==> src/rtl/pipe_hazard_ctrl.sv <==
// pipe_hazard_ctrl: stall/bubble control for the decode-to-ALU register; define STALL_CNT_EN to enable stallCount
module pipe_hazard_ctrl #(
  parameter int OPCODE_W = 7,
  parameter int REG_W = 5,
  parameter logic [OPCODE_W-1:0] LOAD_OPCODE = 7'b0000011,
  parameter int MC_TIMEOUT = 64
) (
  input  logic                clk,
  input  logic                reset,
  input  logic [OPCODE_W-1:0] opCodeEx,
  input  logic [REG_W-1:0]    writeBackAddrEx,
  input  logic [REG_W-1:0]    dataS1AddrDec,
  input  logic [REG_W-1:0]    dataS2AddrDec,
  input  logic                useS1Dec,
  input  logic                useS2Dec,
  input  logic                mcReqDec,
  input  logic                mcDone,
  input  logic                memBusy,
  input  logic                flush,
  output logic                locker,
  output logic                bubble,
  output logic                pcHold,
  output logic                ifIdHold,
  output logic                mcStart,
  output logic                mcErr,
  output logic [31:0]         stallCount
);
  localparam int CW = $clog2(MC_TIMEOUT) + 1;
  localparam logic [CW-1:0] CNT_LAST = CW'(MC_TIMEOUT - 1);
  typedef enum logic [1:0] {RUN = 2'b00, MC_WAIT = 2'b01, MC_DRAIN = 2'b10} state_e;
  state_e         state_q, state_d;
  logic [CW-1:0]  cnt_q, cnt_d;
  logic           done_seen_q, done_seen_d;
  logic           err_q, err_d;
  logic           lu_haz, lock, bub, pc_h, ifid_h, start;
  assign lu_haz = opCodeEx == LOAD_OPCODE && writeBackAddrEx != '0 &&
                  ((useS1Dec && dataS1AddrDec == writeBackAddrEx) ||
                   (useS2Dec && dataS2AddrDec == writeBackAddrEx));
  // next-state and unforced pipeline controls from state plus hazard inputs
  always_comb begin
    state_d     = state_q;
    cnt_d       = cnt_q;
    done_seen_d = done_seen_q;
    err_d       = err_q;
    lock        = 1'b1;
    bub         = 1'b0;
    pc_h        = 1'b0;
    ifid_h      = 1'b0;
    start       = 1'b0;
    case (state_q)
      RUN: begin
        if (memBusy) begin
          lock   = 1'b0;
          pc_h   = 1'b1;
          ifid_h = 1'b1;
        end else if (flush) begin
          bub = 1'b1;
        end else if (lu_haz) begin
          bub    = 1'b1;
          pc_h   = 1'b1;
          ifid_h = 1'b1;
        end else if (mcReqDec) begin
          start   = 1'b1;
          lock    = 1'b0;
          pc_h    = 1'b1;
          ifid_h  = 1'b1;
          state_d = MC_WAIT;
          cnt_d   = '0;
        end
      end
      MC_WAIT: begin
        cnt_d  = cnt_q + CW'(cnt_q != CNT_LAST);
        lock   = 1'b0;
        pc_h   = 1'b1;
        ifid_h = 1'b1;
        if (memBusy) begin
          if (mcDone) begin
            done_seen_d = 1'b1;
            state_d     = MC_DRAIN;
          end
        end else if (flush || mcDone || cnt_q == CNT_LAST) begin
          lock    = 1'b1;
          bub     = flush || !mcDone;
          pc_h    = 1'b0;
          ifid_h  = 1'b0;
          err_d   = err_q || (!flush && !mcDone);
          state_d = RUN;
        end
      end
      MC_DRAIN: begin
        lock   = 1'b0;
        pc_h   = 1'b1;
        ifid_h = 1'b1;
        if (!memBusy && done_seen_q) begin
          lock        = 1'b1;
          bub         = flush;
          pc_h        = 1'b0;
          ifid_h      = 1'b0;
          done_seen_d = 1'b0;
          state_d     = RUN;
        end
      end
      default: state_d = RUN;
    endcase
  end
  // reset fills the pipeline with NOPs while holding the PC
  assign locker   = !reset || lock;
  assign bubble   = !reset || bub;
  assign pcHold   = !reset || pc_h;
  assign ifIdHold = reset && ifid_h;
  assign mcStart  = reset && start;
  assign mcErr    = err_q;
  // controller state; async reset abandons any outstanding multi-cycle op
  always_ff @(posedge clk or negedge reset) begin
    if (!reset) begin
      state_q     <= RUN;
      cnt_q       <= '0;
      done_seen_q <= 1'b0;
      err_q       <= 1'b0;
    end else begin
      state_q     <= state_d;
      cnt_q       <= cnt_d;
      done_seen_q <= done_seen_d;
      err_q       <= err_d;
    end
  end
`ifdef STALL_CNT_EN
  logic [31:0] stall_q;
  // saturating count of held or bubbled cycles; reset holds it at zero
  always_ff @(posedge clk or negedge reset) begin
    if (!reset) stall_q <= '0;
    else        stall_q <= stall_q + 32'((stall_q != '1) && (!locker || bubble));
  end
  assign stallCount = stall_q;
`else
  assign stallCount = '0;
`endif
endmodule

==> config.mk <==
export PLATFORM = sky130hd
export DESIGN_NAME = pipe_hazard_ctrl
export DESIGN_NICKNAME = d
export VERILOG_FILES = /design/src/rtl/pipe_hazard_ctrl.sv
export SDC_FILE = /design/constraint.sdc
export NUM_CORES = 1
export LEC_CHECK = 0
export ABC_AREA = 1
export CORE_ASPECT_RATIO = 1.75
export CORE_MARGIN = 1.5
export CORE_UTILIZATION = 43
export DETAILED_ROUTE_END_ITERATION = 10
export GPL_TIMING_DRIVEN = 1
export PLACE_DENSITY = 0.93
export SYNTH_ARGS = -nofsm -noshare
export SYNTH_HDL_FRONTEND = slang
export SYNTH_SLANG_ARGS = --single-unit
==> constraint.sdc <==
create_clock -name clk -period 2.7 [get_ports clk]
set_input_delay 0.405 -clock clk [delete_from_list [all_inputs] [get_ports clk]]
set_output_delay 0.405 -clock clk [all_outputs]
set_load 0.02 [all_outputs]
==> results_dict.tcl, run 1 <==
set metrics [dict create \
    run_status "complete, no violations" \
    place_worst_setup_slack_ps -125 \
    drive_above_1_share 0.184 \
    area_delta_synth_final_pct 28.6 \
    die_w_microns 44.2 \
    grt_first_pass_wirelength_microns 4330 \
    yosysWarningCount 0 \
    finish.cell_count_without_fillers 272 \
    muxShareOfSynthArea 0 \
    globalRouteTotalUtil 0.176 \
    timing.hold.worst.start "mcErr" \
    met3_usage 0.0216 \
    use_met1 0.164 \
    core_sq_um 2860 \
    rsz_0062_raised_after_global_routing "false" \
    dp.final_hpwl_microns 2310 \
    post-route-cell-area_sq_um 1650 \
    slew_viols_final 0 \
    timing.critical_path.required_ps 2300 \
    totalWireLength_microns 2800 \
    clockBufferDepth 2 \
    grt_max_degree 13 \
    worst_slack_ps 183 \
    h-tree-depth 1 \
    criticalPathCategory "input pin to primary output" \
    ff_to_ff_path_depth 8 \
    layout.cells.most_common "nand2_1" \
    max_clock_freq_mhz 397 \
    placed_area_sq_um 1600 \
    synth-xor-area-share 0.00684 \
    worst_r2r_endpoint "cnt_q[2]" \
    clock_skew_ps 4.31 \
    num-nets-final 277 \
    maxCapViolations 0 \
    vias_per_cell 4.68 \
    synth.cell_area_sq_um 1280 \
    syn-instance-count 198 \
    dr_total_vias 1274 \
    synth-compound-area-share 0.0831 \
    combinational_family_with_the_most_area_after_synthesis "simple AND/OR/NAND/NOR gates" \
    tritoncts.num_buffers 3 \
    avgSynthCellArea_sq_um 6.46 \
    power_per_cell_area_nw_per_um2 649 \
    worstPathMaxFanout 4 \
    routabilityCongestion 0.814 \
    globalRouteOverflowTotal 0 \
    most_used_dff_post_synth "dfrtp_1" \
    holdPathEnd "mcErr" \
    path_clk_slew_ps 50 \
    grt_pass1_vias 1136 \
    synth.yosys.seq_area_share 0.215 \
    timing.rr.start "cnt_q[4]" \
    post_cts_hold_buffer_count 0 \
    synth-edff-count 0 \
    detailedRoute.firstPassIterationCount 6 \
    dieHeight_microns 75.2 \
    async_flop_share 1.00 \
    placed_cells 268 \
    tritoncts "yes" \
    diodes 0 \
    end_kind "primary output" \
    cts.sink_count 11 \
    worst-endpoint-arrival_ps 2110 \
    layout_worst_path_cycle_share 0.932 \
    leakage_nw 0.927 \
    initial_utilization 0.447 \
    whs_path_depth 1 \
    synth.ff_latch_count 11 \
    total_power_mw 1.07 \
    numPortBuffers 35 \
    row_count 26 \
    drc 0 \
    startpoint_type "input pin" \
    drt_iter0_markers 19 \
    clock-root-buffer "clkbuf_8" \
    hold_viol_final 0 \
    timing.final.crit_period_ps 2520 \
    design.portCount 68 \
    drtAntennaViolNets 0 \
    synth_simple_gate_area_share 0.383 \
    grt_use_met2 0.345 \
    setup_viol 0 \
    grt_antenna_before_repair 0 \
    grt.busiest_layer "met2" \
    irDropWorstVdd_uv 561 \
    floorplan.die_area_sq_um 3330 \
    hold_class "register to register" \
    layout.cells.most_common_list "nand2_1, conb_1, clkdlybuf4s50_1" \
    reg2reg_slack_ps 800 \
    post_synth_adder_cell_area 0.0196 \
    number_of_fill_cells 259 \
    worst_skew_pair.late_latency_ps 250 \
    synth.lib_cells_used.distinct 31 \
    wl_cell_microns 10.3 \
]
synthesized netlist by cell type (4+ instances only):
cell type	n	area share
buf_4	32	0.19
dfrtp_1	11	0.22
inv_1	20	0.059
inv_2	9	0.026
nand2_1	55	0.16
nand2_2	4	0.020
nand3_1	11	0.043
nand4_1	5	0.024
nor2_1	15	0.044
nor2_2	4	0.020
o21ai_2	4	0.027
what timing repair did:
| action | in CTS | in global routing |
|---|---|---|
| endpoints found under the setup margin | 3 | 3 |
| resized for setup | 3 | 4 |
| setup buffers | 0 | 0 |
| pin swaps | 0 | 0 |
power by group:
group          internal [mW]  switching (mW)  total [mW]
registers              0.234          0.0575       0.291
clock network          0.104          0.0663       0.170
logic                  0.244           0.362       0.606
layer usage:
layer | share of wire | routed length, microns
met5 | 0 | 0
met4 | 0.026 | 72
met3 | 0.073 | 204
met2 | 0.55 | 1550
met1 | 0.35 | 974
worst max path at each step:
stage	slack, ps	endpoint	cells after the start	from
floorplan	990	cnt_q[2]	8	cnt_q[2]
detailed placement	-120	ifIdHold	14	writeBackAddrEx[4]
global placement	-100	ifIdHold	14	writeBackAddrEx[4]
global route	3	mcStart	14	writeBackAddrEx[1]
finish	180	mcStart	14	writeBackAddrEx[1]
CTS	40	bubble	12	writeBackAddrEx[4]
logic make-up (layout without fill, tap and decap cells):
| logic type | Yosys count | in the layout |
|---|---|---|
| xor gates and xnor gates | 1 | 1 |
| other | 1 | 32 |
| DFF | 11 | 11 |
| AOI/OAI and AO/OA | 14 | 14 |
| buffers and inverters | 65 | 80 |
| adders and majority gates | 2 | 2 |
| and+or+nand+nor | 104 | 104 |
worst max-delay path, cell delays in order:
cell             delay [ps]
clkdlybuf4s50_1         540
inv_2                    50
nand2_1                  50
nand2_1                  50
nor2_1                  110
nand3_1                  90
nand2_1                  80
buf_4                   100
nand4_1                  80
nand2_2                 110
inv_4                    50
nand2_4                  50
nor2_2                   30
dlygate4sd2_1           310
layout make-up:
type                       count  area [sq um]  share of cell area
inverter                      32           125              0.0760
tap                           28          35.0              0.0213
timing repair buffer          44           415               0.252
clock buffer                   4          45.0              0.0274
sequential                    11           275               0.167
multi-input combinational    153           751               0.456
flip-flops by register name (all words and copies together), names as in the netlist:
name / flops
done_seen_q: 1
cnt_q: 7
mcErr: 1
state_q: 2
stage by stage:
stage               utilization  TNS, ps  hold WS (ps)
global route              0.575        0           505
finish                    0.575        0           471
CTS                       0.575        0           479
floorplan                     -        0           109
global placement          0.560     -150           462
detailed placement        0.560     -215           457
(Power assumes the default switching activity.)
==> inputs of run 2 (changes only) <==
--- a/config.mk
+++ b/config.mk
@@ -8,10 +8,11 @@
 export ABC_AREA = 1
 export CORE_ASPECT_RATIO = 1.75
 export CORE_MARGIN = 1.5
-export CORE_UTILIZATION = 43
+export CORE_UTILIZATION = 40
 export DETAILED_ROUTE_END_ITERATION = 10
 export GPL_TIMING_DRIVEN = 1
-export PLACE_DENSITY = 0.93
+export MAX_ROUTING_LAYER = met4
+export PLACE_DENSITY = 0.88
 export SYNTH_ARGS = -nofsm -noshare
 export SYNTH_HDL_FRONTEND = slang
 export SYNTH_SLANG_ARGS = --single-unit
==> constraint.sdc (replaced) <==
create_clock -name clk -period 2.5 [get_ports clk]
set_input_delay 0.375 -clock clk [delete_from_list [all_inputs] [get_ports clk]]
set_output_delay 0.375 -clock clk [all_outputs]
set_load 0.02 [all_outputs]
==> run 2 against run 1 <==
First-iteration DRC count is 5.3% higher. Via count shrank 0.94%. Setup slack lost 5.6 ps.
==> results_dict.tcl, run 2 (same netlist as run 1, synthesis figures left out) <==
set metrics [dict create \
    routed-wl-met2_microns 1530 \
    setup_viol 0 \
    timing.final.crit_period_ps 2320 \
    timing.critical_path.required_ps 2120 \
    maxCapViolations 0 \
    worstSetupStartpoint "writeBackAddrEx[4]" \
    clockBufferDepth 2 \
    wl_cell_microns 9.74 \
    timing.critical_path.to "bubble" \
    drc 0 \
    critical_path_buf_inv_count 3 \
    hold_viol_final 0 \
    initial_utilization 0.412 \
    placed_area_sq_um 1630 \
    reg2reg_slack_ps 610 \
    path_clk_slew_ps 50 \
    cpPeakStageDelay_ps 510 \
    vias_per_cell 4.38 \
    area_delta_synth_final_pct 29.3 \
    placed_cells 284 \
    num-nets-final 278 \
    criticalPathCategory "input pin to primary output" \
    numPortBuffers 35 \
    ff_to_ff_path_depth 8 \
    dieHeight_microns 77.8 \
    cts.sink_count 11 \
    cpMaxStageDelayCell "clkdlybuf4s50_1" \
    design.portCount 68 \
    worst_r2r_endpoint "cnt_q[2]" \
    end_kind "primary output" \
    finish.cell_count_without_fillers 288 \
    routabilityCongestion 0.843 \
    post_cts_hold_buffer_count 0 \
    path_common_cell "nand2_1" \
    drtAntennaViolNets 0 \
    met1Wirelength_microns 1020 \
    grt_max_degree 13 \
    layout.cells.most_common "nand2_1" \
    core_sq_um 3110 \
    dr_total_vias 1262 \
    number_of_fill_cells 314 \
    totalWireLength_microns 2800 \
    grt_antenna_before_repair 0 \
    row_count 27 \
    timing.setup.tns_ps 0 \
    diodes 0 \
    worst_skew_pair.late_latency_ps 240 \
    tritoncts "yes" \
    worst-endpoint-arrival_ps 1950 \
    post-cts-setup-buffer-count 0 \
    startpoint_type "input pin" \
    globalRouteOverflowTotal 0 \
    tritoncts.num_buffers 3 \
    place_worst_setup_slack_ps -268 \
    largest_reg_by_ff_count "cnt_q" \
    worst_slack_ps 178 \
    slew_viols_final 0 \
    crit_family "buffers and inverters" \
    clock-root-buffer "clkbuf_8" \
    hold_class "input pin to asynchronous set/reset pin" \
    run_status "complete, no violations" \
    layout_worst_path_cycle_share 0.929 \
    maxUsedRoutingLayer "met4" \
    post-route-cell-area_sq_um 1660 \
    drive_above_1_share 0.200 \
    clock_skew_ps 0.964 \
    grt_pass1_vias 1162 \
    worstPathCellList "clkdlybuf4s50_1 > inv_2 > nand2_1 > nand2_1 > nor2_2 > nand3_1 > nand2_1 > nand2_1 > nand2_1 > nand2_1 > nand4_1 > clkdlybuf4s15_1" \
    grt_first_pass_wirelength_microns 4460 \
    globalRouteTotalUtil 0.169 \
    crit_cells 12 \
    timing.rr.start "cnt_q[4]" \
    h-tree-depth 1 \
    power_per_cell_area_nw_per_um2 690 \
    max_ffs_per_register 7 \
    irDropWorstVdd_uv 565 \
    layout.cells.most_common_list "nand2_1, conb_1, clkdlybuf4s50_1" \
    worst_hold_slack_ps 448 \
    leakage_nw 0.917 \
    detailedRoute.firstPassIterationCount 4 \
    rsz_0062_raised_after_global_routing "false" \
    floorplan.die_area_sq_um 3560 \
    dp.final_hpwl_microns 2350 \
    drt_iter0_markers 20 \
    max_clock_freq_mhz 431 \
    worstPathMaxFanout 3 \
    top_regs "cnt_q x7, state_q x2" \
    die_w_microns 45.8 \
    route.met3.wl_microns 221 \
]
==> run 2: per-stage QoR <==
stage | utilization | total power [mW]
CTS | 0.537 | 1.16
finish | 0.533 | 1.14
global route | 0.533 | 1.24
floorplan | - | 0.784
detailed placement | 0.525 | 0.978
global placement | 0.525 | 0.963
==> run 2: what timing repair did <==
| item | CTS | global route |
|---|---|---|
| resized for setup | 5 | 10 |
| pin swaps | 0 | 0 |
| setup endpoints to repair | 5 | 5 |
==> run 2: cell type report <==
type	count	area, sq um	share of cell area
timing repair buffer	45	405	0.245
multi-input combinational	153	751	0.454
sequential	11	275	0.166
inverter	32	125	0.0756
tap	43	53.8	0.0325
clock buffer	4	45.0	0.0272
==> run 2: where the power goes <==
group	total (mW)	leakage [nW]	internal [mW]	switching [mW]
sequential	0.315	0.140	0.252	0.0624
combinational	0.647	0.755	0.257	0.390
clock	0.181	0.0228	0.112	0.0687
==> run 2: worst min path at each step <==
| stage | from | end | cells after the start |
|---|---|---|---|
| 6_report | reset | cnt_q[1] | 2 |
| 5_1_grt | reset | cnt_q[1] | 2 |
| 4_1_cts | reset | cnt_q[1] | 2 |
| 3_5_place_dp | mcErr | mcErr | 1 |
| 3_3_place_gp | mcErr | mcErr | 1 |
| 2_1_floorplan | reset | cnt_q[0] | 0 |
==> run 2: routing by layer <==
| metal | vias to the layer above | global-route usage |
|---|---|---|
| met5 | - | - |
| met4 | 0 | 0.0686 |
| met3 | 4 | 0.0256 |
| met2 | 56 | 0.310 |
| met1 | 553 | 0.164 |
| li1 | 649 | - |
